`config.mk`:
```
export PLATFORM = sky130hd
export DESIGN_NAME = gpsdc_lut_ctrl
export DESIGN_NICKNAME = d
export VERILOG_FILES = /design/src/rtl/gpsdc_lut_ctrl.sv
export SDC_FILE = /design/constraint.sdc
export NUM_CORES = 1
export LEC_CHECK = 0
export CORE_ASPECT_RATIO = 1.4
export CORE_MARGIN = 1
export CORE_UTILIZATION = 35
export DETAILED_ROUTE_END_ITERATION = 10
export PLACE_DENSITY_LB_ADDON = 0.2
export SYNTH_ARGS = -nofsm -noshare
export SYNTH_HDL_FRONTEND = slang
export SYNTH_SLANG_ARGS = --single-unit
```
`constraint.sdc`:
```
create_clock -name clk -period 3.1 [get_ports clk]
set_input_delay 0.62 -clock clk [delete_from_list [all_inputs] [get_ports clk]]
set_output_delay 0.62 -clock clk [all_outputs]
set_load 0.005 [all_outputs]
```
`src/rtl/gpsdc_lut_ctrl.sv`:
```
// ---------------------------------------------------------------------------
// gpsdc_lut_ctrl
//   Two-requester lookup controller for a sorted {key,value} ROM. A request
//   latches its key, scans the ROM from address 0 upward and returns the
//   pair of entries bracketing the key (LO <= key <= HI). Keys outside the
//   table range clamp to the nearest end entry and raise OOR.
//
// Optional feature:
//   GPSDC_LUT_CACHE_EN  - per-requester single-entry result cache; a repeat
//                         of the last key skips the scan (ACK one cycle
//                         after the request is sampled).
//
// Ports:
//   clk, reset_n        clock, asynchronous active-low reset
//   REQ0/REQ1           request levels, held until the matching ACK
//   KEY0/KEY1           query keys, stable while REQ is high
//   ROM_ADDR            registered ROM address
//   ROM_DATA            combinational ROM word {key, value} for ROM_ADDR
//   ACK0/ACK1           one-cycle completion pulses
//   LO_KEY/LO_VAL       lower bracketing entry
//   HI_KEY/HI_VAL       upper bracketing entry
//   OOR                 query key outside [first key, last key]
// ---------------------------------------------------------------------------
module gpsdc_lut_ctrl #(
    parameter int KEY_W  = 48,
    parameter int VAL_W  = 48,
    parameter int ADDR_W = 7
) (
    input  logic                   clk,
    input  logic                   reset_n,
    input  logic                   REQ0,
    input  logic                   REQ1,
    input  logic [KEY_W-1:0]       KEY0,
    input  logic [KEY_W-1:0]       KEY1,
    output logic [ADDR_W-1:0]      ROM_ADDR,
    input  logic [KEY_W+VAL_W-1:0] ROM_DATA,
    output logic                   ACK0,
    output logic                   ACK1,
    output logic [KEY_W-1:0]       LO_KEY,
    output logic [KEY_W-1:0]       HI_KEY,
    output logic [VAL_W-1:0]       LO_VAL,
    output logic [VAL_W-1:0]       HI_VAL,
    output logic                   OOR
);

    localparam logic [1:0] S_IDLE = 2'd0;
    localparam logic [1:0] S_SCAN = 2'd1;
    localparam logic [1:0] S_RESP = 2'd2;

    localparam logic [ADDR_W-1:0] ADDR_LAST = '1;

    logic [1:0]        state_q, state_d;
    logic [ADDR_W-1:0] addr_q, addr_d;
    logic              id_q, id_d;
    logic              pri_q, pri_d;     // preferred requester on contention
    logic [KEY_W-1:0]  qkey_q, qkey_d;
    logic [KEY_W-1:0]  prev_key_q, prev_key_d;
    logic [VAL_W-1:0]  prev_val_q, prev_val_d;
    logic [KEY_W-1:0]  lo_key_q, lo_key_d, hi_key_q, hi_key_d;
    logic [VAL_W-1:0]  lo_val_q, lo_val_d, hi_val_q, hi_val_d;
    logic              oor_q, oor_d;

    logic [KEY_W-1:0]  rom_key;
    logic [VAL_W-1:0]  rom_val;
    logic              contend;
    logic              grant_id;
    logic [KEY_W-1:0]  sel_key;

    assign rom_key  = ROM_DATA[KEY_W+VAL_W-1:VAL_W];
    assign rom_val  = ROM_DATA[VAL_W-1:0];
    assign contend  = REQ0 & REQ1;
    assign grant_id = contend ? pri_q : REQ1;
    assign sel_key  = grant_id ? KEY1 : KEY0;

`ifdef GPSDC_LUT_CACHE_EN
    logic [1:0]       cvld_q, cvld_d;
    logic [KEY_W-1:0] ckey_q [2];
    logic [KEY_W-1:0] ckey_d [2];
    logic [KEY_W-1:0] clok_q [2];
    logic [KEY_W-1:0] clok_d [2];
    logic [VAL_W-1:0] clov_q [2];
    logic [VAL_W-1:0] clov_d [2];
    logic [KEY_W-1:0] chik_q [2];
    logic [KEY_W-1:0] chik_d [2];
    logic [VAL_W-1:0] chiv_q [2];
    logic [VAL_W-1:0] chiv_d [2];
    logic [1:0]       coor_q, coor_d;
    logic             cache_hit;

    assign cache_hit = cvld_q[grant_id] && (ckey_q[grant_id] == sel_key);
`endif

    always_comb begin
        state_d    = state_q;
        addr_d     = addr_q;
        id_d       = id_q;
        pri_d      = pri_q;
        qkey_d     = qkey_q;
        prev_key_d = prev_key_q;
        prev_val_d = prev_val_q;
        lo_key_d   = lo_key_q;
        lo_val_d   = lo_val_q;
        hi_key_d   = hi_key_q;
        hi_val_d   = hi_val_q;
        oor_d      = oor_q;

        case (state_q)
            S_IDLE: begin
                if (REQ0 || REQ1) begin
                    id_d   = grant_id;
                    qkey_d = sel_key;
                    // The pointer only moves on a contested grant, so a lone
                    // request does not steal the other side's next turn.
                    if (contend) pri_d = ~grant_id;
`ifdef GPSDC_LUT_CACHE_EN
                    if (cache_hit) begin
                        lo_key_d = clok_q[grant_id];
                        lo_val_d = clov_q[grant_id];
                        hi_key_d = chik_q[grant_id];
                        hi_val_d = chiv_q[grant_id];
                        oor_d    = coor_q[grant_id];
                        state_d  = S_RESP;
                    end else begin
                        addr_d  = '0;
                        state_d = S_SCAN;
                    end
`else
                    addr_d  = '0;
                    state_d = S_SCAN;
`endif
                end
            end

            S_SCAN: begin
                if (rom_key == qkey_q) begin
                    lo_key_d = rom_key;
                    lo_val_d = rom_val;
                    hi_key_d = rom_key;
                    hi_val_d = rom_val;
                    oor_d    = 1'b0;
                    state_d  = S_RESP;
                end else if (rom_key > qkey_q) begin
                    // Below the first entry clamps to entry 0; otherwise the
                    // previous word is the lower bracket.
                    lo_key_d = (addr_q == '0) ? rom_key : prev_key_q;
                    lo_val_d = (addr_q == '0) ? rom_val : prev_val_q;
                    hi_key_d = rom_key;
                    hi_val_d = rom_val;
                    oor_d    = (addr_q == '0);
                    state_d  = S_RESP;
                end else if (addr_q == ADDR_LAST) begin
                    // Above the last entry: clamp, address holds at the end.
                    lo_key_d = rom_key;
                    lo_val_d = rom_val;
                    hi_key_d = rom_key;
                    hi_val_d = rom_val;
                    oor_d    = 1'b1;
                    state_d  = S_RESP;
                end else begin
                    prev_key_d = rom_key;
                    prev_val_d = rom_val;
                    addr_d     = addr_q + ADDR_W'(1);
                end
            end

            S_RESP: begin
                state_d = S_IDLE;
            end

            default: begin
                state_d = S_IDLE;
            end
        endcase
    end

`ifdef GPSDC_LUT_CACHE_EN
    // A freshly resolved scan refreshes the served requester's cache slot.
    always_comb begin
        cvld_d = cvld_q;
        coor_d = coor_q;
        for (int i = 0; i < 2; i++) begin
            ckey_d[i] = ckey_q[i];
            clok_d[i] = clok_q[i];
            clov_d[i] = clov_q[i];
            chik_d[i] = chik_q[i];
            chiv_d[i] = chiv_q[i];
        end
        if (state_q == S_SCAN && state_d == S_RESP) begin
            cvld_d[id_q] = 1'b1;
            coor_d[id_q] = oor_d;
            ckey_d[id_q] = qkey_q;
            clok_d[id_q] = lo_key_d;
            clov_d[id_q] = lo_val_d;
            chik_d[id_q] = hi_key_d;
            chiv_d[id_q] = hi_val_d;
        end
    end

    always_ff @(posedge clk or negedge reset_n) begin
        if (!reset_n) begin
            cvld_q <= '0;
            coor_q <= '0;
            for (int i = 0; i < 2; i++) begin
                ckey_q[i] <= '0;
                clok_q[i] <= '0;
                clov_q[i] <= '0;
                chik_q[i] <= '0;
                chiv_q[i] <= '0;
            end
        end else begin
            cvld_q <= cvld_d;
            coor_q <= coor_d;
            for (int i = 0; i < 2; i++) begin
                ckey_q[i] <= ckey_d[i];
                clok_q[i] <= clok_d[i];
                clov_q[i] <= clov_d[i];
                chik_q[i] <= chik_d[i];
                chiv_q[i] <= chiv_d[i];
            end
        end
    end
`endif

    always_ff @(posedge clk or negedge reset_n) begin
        if (!reset_n) begin
            state_q    <= S_IDLE;
            addr_q     <= '0;
            id_q       <= 1'b0;
            pri_q      <= 1'b0;
            qkey_q     <= '0;
            prev_key_q <= '0;
            prev_val_q <= '0;
            lo_key_q   <= '0;
            lo_val_q   <= '0;
            hi_key_q   <= '0;
            hi_val_q   <= '0;
            oor_q      <= 1'b0;
        end else begin
            state_q    <= state_d;
            addr_q     <= addr_d;
            id_q       <= id_d;
            pri_q      <= pri_d;
            qkey_q     <= qkey_d;
            prev_key_q <= prev_key_d;
            prev_val_q <= prev_val_d;
            lo_key_q   <= lo_key_d;
            lo_val_q   <= lo_val_d;
            hi_key_q   <= hi_key_d;
            hi_val_q   <= hi_val_d;
            oor_q      <= oor_d;
        end
    end

    // ACKs decode straight from state, so reset clears them immediately and
    // they are mutually exclusive by construction.
    assign ACK0     = (state_q == S_RESP) && !id_q;
    assign ACK1     = (state_q == S_RESP) &&  id_q;
    assign ROM_ADDR = addr_q;
    assign LO_KEY   = lo_key_q;
    assign LO_VAL   = lo_val_q;
    assign HI_KEY   = hi_key_q;
    assign HI_VAL   = hi_val_q;
    assign OOR      = oor_q;

endmodule

```
==> summary by stage <==
Outcome
The final reports fail on negative setup slack. The flow ran to the end, but the final reports show violations.

Worst setup path
The terminus of the critical flop-to-flop path is LO_KEY[6]$_DFFE_PN0P_. The maximum fanout along the worst path is 9. For the worst setup path, the data required time is ~3500 ps.

The largest stage delay on the critical path is roughly 500 ps. For flop-to-flop paths, the worst setup slack is -30 ps. The cell depth of the worst flop-to-flop path is 12. The critical path ends at LO_KEY[6]$_DFFE_PN0P_. The launch point of the worst path is ROM_DATA[81]. The worst register-to-register path begins at qkey_q[41]$_DFFE_PN0P_. Data on the critical path arrives at its endpoint at 3550 ps. For this design, the slowest cell found on the critical path is or4_4.

Walking the worst path, the cells encountered are clkdlybuf4s50_1 > ha_1 > nand4_1 > or4_4 > nand2b_4 > a31oi_4 > buf_6 > nand3_4 > buf_12 > clkbuf_16 > a32o_1 > mux2_2. The nature of the critical path startpoint is an input port. The category of the worst setup path capture point is a flip-flop. The category of the most critical setup path is input port to flip-flop.

Die
For this design the top-level I/O count stands at roughly 400. The total number of placement rows is 93. From left edge to right edge, the die measures approximately 190 um.

The die covers 0.0482 mm2. In this run the vertical extent of the chip is 259 um. The initial cell density of the core is a little over a third.

After floorplanning, the core was sized to cover about 0.046 mm2.

Placed design
The congestion estimate from routability-driven global placement came to slightly above 0.8. The placed cell area is roughly 0.022 mm2. Summed over all nets, the half-perimeter wirelength after detailed placement is roughly 35,000 um. The number of placed instances, taps included, is about 2,400. The number of buffer cells added on primary ports is 397.

Drt
For this run, the detailed router's first-pass iteration total came to 5. The post-detailed-route DRC marker count is 0. The number of vias per cell is between 5 and 6. The DRC marker count from the first detailed-route iteration is slightly below 700. The final wirelength is 52,500 um. In the final routed layout, each cell accounts on average for between 20 and 25 um. The detailed router placed 12,800 vias in this run. The post-route antenna net violation count is 0.

Clocking
The clock tree buffer depth is 3. The depth of the CTS H-tree is 2. The number of clock buffers added by TritonCTS is 38. The root cell of the clock tree is clkbuf_16.

The TritonCTS clock tree is yes. The insertion delay of the later-clocked pin in the worst-skew pair is between 500 and 600 ps. The number of clock sinks seen by CTS is around 350. The hold buffer count at CTS is 0. Clock-pin slew was measured on the worst setup and hold paths at 60 ps.

Global routing
Global routing consumed, over all layers together, 20.8% of the routing resources. The initial antenna violation count came to 3. The maximum number of pins on one net before global-route repair is 75. The first global-routing pass estimated 77,400 um of wire. The via count of the first global-routing pass was 13,300. The total overflow left after global routing is 0.

Logic synthesis
The synthesized net count is around 1,600. The prevailing post-synth register cell is dfrtp_1. The proportion of register bits with asynchronous set or reset after synthesis is 100%. The gate count of the mapped netlist is between 1,000 and 1,500. The number of unique standard cell types used by synthesis is between 50 and 60. After synthesis the netlist holds a flip-flop and latch count of approximately 350. After synthesis, flip-flops and latches occupy 52.6% of the total area. The Yosys step of the flow raised 0 warnings. The cell area that synthesis handed to floorplanning was 0.0166 mm2.

Yosys mapped a number of flops with a built-in enable equal to 0. Each instance of the synthesized netlist takes up on average around 13 um2.

Power and ir drop
For this design the ratio of total power to cell area is roughly 1100 mW/mm2. The worst-case vdd ir drop is 0.536 mV. In this run the static leakage power is ~11 nW.

Timing
For the finished layout, the period the worst path requires is 3140 ps. Setup repair after global routing could not meet its margin everywhere. The count of endpoints failing hold in the final timing report came to 0.

Setup violations remaining at the end of the flow were counted as between 40 and 50. In the post-route analysis, the smallest setup slack over all paths is -35.9 ps. Clock skew on the completed layout was measured at between 10 and 15 ps. The number of slew-limit violations in the final report is 0. Dividing the final minimum period by the clock period gives 101%. For the final routed database, the setup TNS stands at -571 ps. The slew at the pin closest to its max-slew limit is slightly above 700 ps.

The worst-case headroom to the max-slew limit is between 50% and 60%. The maximum frequency from static timing analysis is around 320 MHz.

Final layout
Registers take ~0.0087 mm2. The area overhead of the layout relative to synthesis is 49.8%. The number of standard cells in the final layout excluding fillers is 2,454. In the final layout, the multi-input gates occupy a little under 0.008 mm2.

The fill cell total of the finished layout is a little over 4,000. The total number of nets in the final design is 2,058. The total non-filler cell area in the finished layout is roughly 0.025 mm2.

At the end of the flow the core is filled with cells to between 50 and 60%. In the layout the commonest cells are 354 x clkdlybuf4s50_1, 348 x dfrtp_1, 200 x mux2_2. The fraction of final layout cells with drive strength greater than 1 is between 30% and 40%. Leaving out fill and tap cells, the most frequent cell in the layout is clkdlybuf4s50_1.

Job
The max-cap violation count is 0.

Min path
The type of the worst min-delay path is input port to asynchronous set/reset pin.
## synthesized netlist by cell type (2+ instances only)
library cell,number,area share [%]
nand4_2,2,0.15
nand4_1,11,0.42
a21oi_1,21,0.63
ha_1,50,3.8
a31oi_1,3,0.11
and2_1,2,0.076
o21ai_0,56,1.7
o31ai_1,2,0.091
nor2b_1,3,0.11
buf_2,28,0.85
buf_1,4,0.091
a211oi_1,3,0.14
nor2_1,8,0.18
mux2_2,250,17
clkbuf_1,50,1.1
nand2_1,63,1.4
nor4b_1,2,0.11
o211ai_1,2,0.091
mux2i_1,49,3.0
dfrtp_1,348,53
o22ai_1,4,0.15
o21ai_1,2,0.060
and3_1,98,3.7
a32o_1,97,5.9
inv_1,57,1.3
buf_4,7,0.32
nand2b_1,3,0.11
mux2_1,39,2.7
nor3_1,3,0.091
nand3_1,8,0.24
buf_6,7,0.48
## how the worst min path moves through the flow
stage,start,end,cells past startpoint
finish,reset_n,LO_VAL[22]$_DFFE_PN0P_,1
global route,reset_n,LO_VAL[18]$_DFFE_PN0P_,1
CTS,reset_n,HI_VAL[19]$_DFFE_PN0P_,1
detailed placement,prev_val_q[22]$_DFFE_PN0P_,prev_val_q[22]$_DFFE_PN0P_,1
global placement,prev_val_q[29]$_DFFE_PN0P_,prev_val_q[29]$_DFFE_PN0P_,1
floorplan,reset_n,HI_KEY[0]$_DFFE_PN0P_,0
## final cells by class
type	count	share of cell area, %
antenna	1	0.0101
multi-input combinational	803	31.9
tap	617	3.11
sequential	348	35.1
timing repair buffer	563	24.0
inverter	58	0.908
clock inverter	10	0.363
clock buffer	54	4.60
## metal layers
layer / track usage [%] / up-vias / share of wire, %
li1: - / 5846 / -
met2: 37.2 / 390 / 51
met3: 3.91 / 77 / 5.9
met1: 25.1 / 6466 / 40
met5: 0 / - / 0.021
met4: 6.31 / 2 / 2.5
## critical path, delay by kind of cell
| family | cells | cell delay, ps |
|---|---|---|
| AOI/OAI and AO/OA | 2 | 430 |
| buffers and inverters | 4 | 970 |
| and+or+nand+nor | 4 | 950 |
| muxes | 1 | 260 |
| adders and majority gates | 1 | 310 |
## sequential cells by signal, summed over array words and instances (netlist names)
signal,count
ROM_ADDR,7
qkey_q,48
HI_VAL,48
prev_key_q,48
LO_VAL,48
OOR,1
pri_q,1
LO_KEY,48
prev_val_q,48
state_q,2
id_q,1
HI_KEY,48
## logic make-up (layout without fill, tap and decap cells)
group / after synthesis / in the layout / share of synthesized area [%]
AOI/OAI and AO/OA: 202 / 202 / 9.68
xor gates and xnor gates: 1 / 1 / 0.0529
adders and majority gates: 50 / 50 / 3.78
buffers and inverters: 154 / 685 / 4.18
DFF: 348 / 348 / 52.6
muxes: 338 / 338 / 22.6
other: 0 / 1 / 0
and+or+nand+nor: 212 / 212 / 7.12
## through the flow
step / power (mW) / setup slack (ps) / hold slack (ps)
floorplan: 15.9 / -3.08 / 324
global placement: 21.7 / -992 / 458
detailed placement: 22.1 / -941 / 468
CTS: 27.5 / -94.7 / 82.8
global route: 29.8 / -160 / 117
finish: 28.0 / -35.9 / 96.5
## power breakdown
| group | internal [mW] | leakage [nW] | switching, mW |
|---|---|---|---|
| Sequential | 6.93 | 4.16 | 1.28 |
| Combinational | 9.00 | 6.35 | 6.33 |
| Clock | 2.64 | 0.603 | 1.85 |
## what timing repair did
item                                    CTS  global route
pin swaps                                32            26
endpoints found under the setup margin  292           273
gates resized for setup                 113            56
setup buffers                            13            10
gates cloned                              7            10
(Power assumes the default switching activity.)
==> RTL change: new RTL, same flow settings <==
`KEY_W`: 48 -> 24.
--- a/src/rtl/gpsdc_lut_ctrl.sv
+++ b/src/rtl/gpsdc_lut_ctrl.sv
@@ -24,3 +24,3 @@
 module gpsdc_lut_ctrl #(
-    parameter int KEY_W  = 48,
+    parameter int KEY_W  = 24,
     parameter int VAL_W  = 48,
Interface: changed (5 resized); port bits go from 398 to 278. No check against the original RTL was run, so the function may have changed too.
==> RTL change against the original RTL <==
Die area shrank 33%. Critical path type unchanged. Sequential cell count fell by 96. Sequential share of layout area is 4.8 points higher. Synthesized area is 34% lower. Power decreased by 39%. Synthesized cell count down 3.7%. Final area down 36%. Critical endpoint is now LO_KEY[17]. Sequential power down 30%. Wire length decreased by 40%. Clock skew is 0.0045 ns lower. Critical path depth decreased by 2. Worst setup slack improved by 0.26 ns. Clock power decreased by 24%.
==> RTL change: results (changes against the original RTL) <==
- Clock root cell: clkbuf_16
- Number of global-route vias before repair: 9550 (-28%)
- Skew final: 0.00797 ns (-0.00454 ns)
- Initial antenna violation count: 0 (-3)
- Switching power total: 6.34 mW (-33%)
- Critical Path AT: 3.29 ns (-0.26 ns)
- H-tree depth: 1 (-1)
- Clk_lat worst skew: 0.53 ns (about the same)
- Least-Margin Pin Slew: 0.699 ns (-0.0166 ns)
- Ys async rst share: 100% (unchanged)
- Largest net degree at the start of global routing: 84 (+12%)
- Antenna diode count: 0 (-1)
- Post-CTS resize count: 0 (-100%)
- Routed wire length per instance: 15.9 um (-26%)
- R2R Setup Slk: 0.44 ns (+0.47 ns)
- Syn Nets: 1407 (-9.3%)
- Synth cell types: 41 (-24%)
- Setup Buffers After CTS: 0 (-13)
- Post-DP HPWL: 21900 um (-37%)
- Nets: 1721 (-16%)
- Sequential area share after synthesis: 57.4% (+4.9 points)
- Layout cells sized above 1: 8.67% (-22 points)
- Starting DRT DRC Count: 574 (-16%)
- Status: completed
- CP max FO: 12 (+3)
- Hold Crit Class: input pin to async pin
- Cts bufs inserted: 26 (-32%)
- R2r startpoint: qkey_q[19]
- Non-Filler Instances: 1981 (-19%)
- Drt first pass iters: 5 (unchanged)
- Synth top area cells: dfrtp_1, nand2_1, a21oi_1, ha_1, nor2_1
- First-pass GRT wire length: 50800 um (-34%)
- Max IR drop VDD: 0.000558 V (+4.1%)
- Maxcap violations: 0 (unchanged)
- Top cells by count, synth: nand2_1, dfrtp_1, a21oi_1
- GRT Util Overall: 20.2% (-0.60 points)
- Final GP Congestion: 0.820 (+1.1%)
- Port Buffers: 277 (-30%)
- Synth Warn #: 0 (unchanged)
- Leakage: 7.68 nW (-31%)
- Max clock buf depth: 3 (unchanged)
- Syn_area_per_cell: 8.73 sq um (-31%)
- Clk slew on worst S/H paths: 0.07 ns
- CP max stage delay: 0.47 ns (-0.03 ns)
- DR vias: 9525 (-25%)
- Crit. Startpoint: ROM_DATA[65]
- Cells on worst reg2reg path: 10 (-2)
- Family with the most delay on the worst path: simple AND/OR/NAND/NOR gates
- Setup crit end: LO_KEY[17]
- CP max stage cell: clkdlybuf4s50_1
- Placed cell count: 1933 (-18%)
- Area after DPL: 14800 sq um (-34%)
RTL change: through the flow:
step           hold WS [ns]  setup slack, ns  utilization [%]  power, mW  TNS (ns)
2_1_floorplan         0.324            0.473                -       9.67         0
3_3_place_gp          0.457           -0.224             48.2       13.8    -26.91
3_5_place_dp          0.461           -0.359             48.2       14.0    -44.11
4_1_cts              0.0972            0.195             51.3       17.5         0
5_1_grt               0.130           0.0376             51.3       18.6         0
6_report             0.0661            0.227             51.3       17.2         0
RTL change: how the worst min path moves through the flow:
stage                               from              to  slack, ns  cells past startpoint
final                            reset_n      HI_VAL[14]       0.07                      1
after global routing             reset_n      HI_VAL[14]       0.13                      1
after CTS                        reset_n      HI_VAL[14]        0.1                      1
after detailed placement      HI_VAL[42]      HI_VAL[42]       0.46                      2
after global placement    prev_key_q[14]  prev_key_q[14]       0.46                      2
after floorplan                  reset_n       HI_KEY[0]       0.32                      0
RTL change: area by class of cell:
cell class                      instances  area, sq um
Clock buffer                           31          731
Clock inverter                         17          218
Fill cell                            2939        15000
Inverter                               28          108
Multi-Input combinational cell        908         4310
Sequential cell                       252         6310
Tap cell                              390          488
Timing Repair Buffer                  355         3640
RTL change: cells by family after synthesis:
family,after synthesis,share of synthesized area (%)
buffers and inverters,97,3.85
muxes,27,2.46
xor gates and xnor gates,1,0.0798
DFF,252,57.4
AOI/OAI and AO/OA,205,10.3
adders and majority gates,26,2.96
and+or+nand+nor,649,22.9
RTL change: power by group through the flow:
stage	registers, mW	clock network [mW]	logic [mW]
3_5_place_dp	5.85	0	8.17
5_1_grt	5.98	3.66	9.00
3_3_place_gp	5.79	0	8.03
4_1_cts	5.79	3.52	8.20
2_1_floorplan	5.75	0	3.91
6_report	5.78	3.44	8.03
RTL change: metal layers:
| layer | vias to the layer above | track usage (%) | wire length, um |
|---|---|---|---|
| li1 | 4673 | - | - |
| met1 | 4527 | 25.9 | 12900 |
| met2 | 267 | 34.7 | 15900 |
| met3 | 58 | 2.50 | 1570 |
| met4 | 0 | 7.20 | 1040 |
| met5 | - | 0 | 0 |
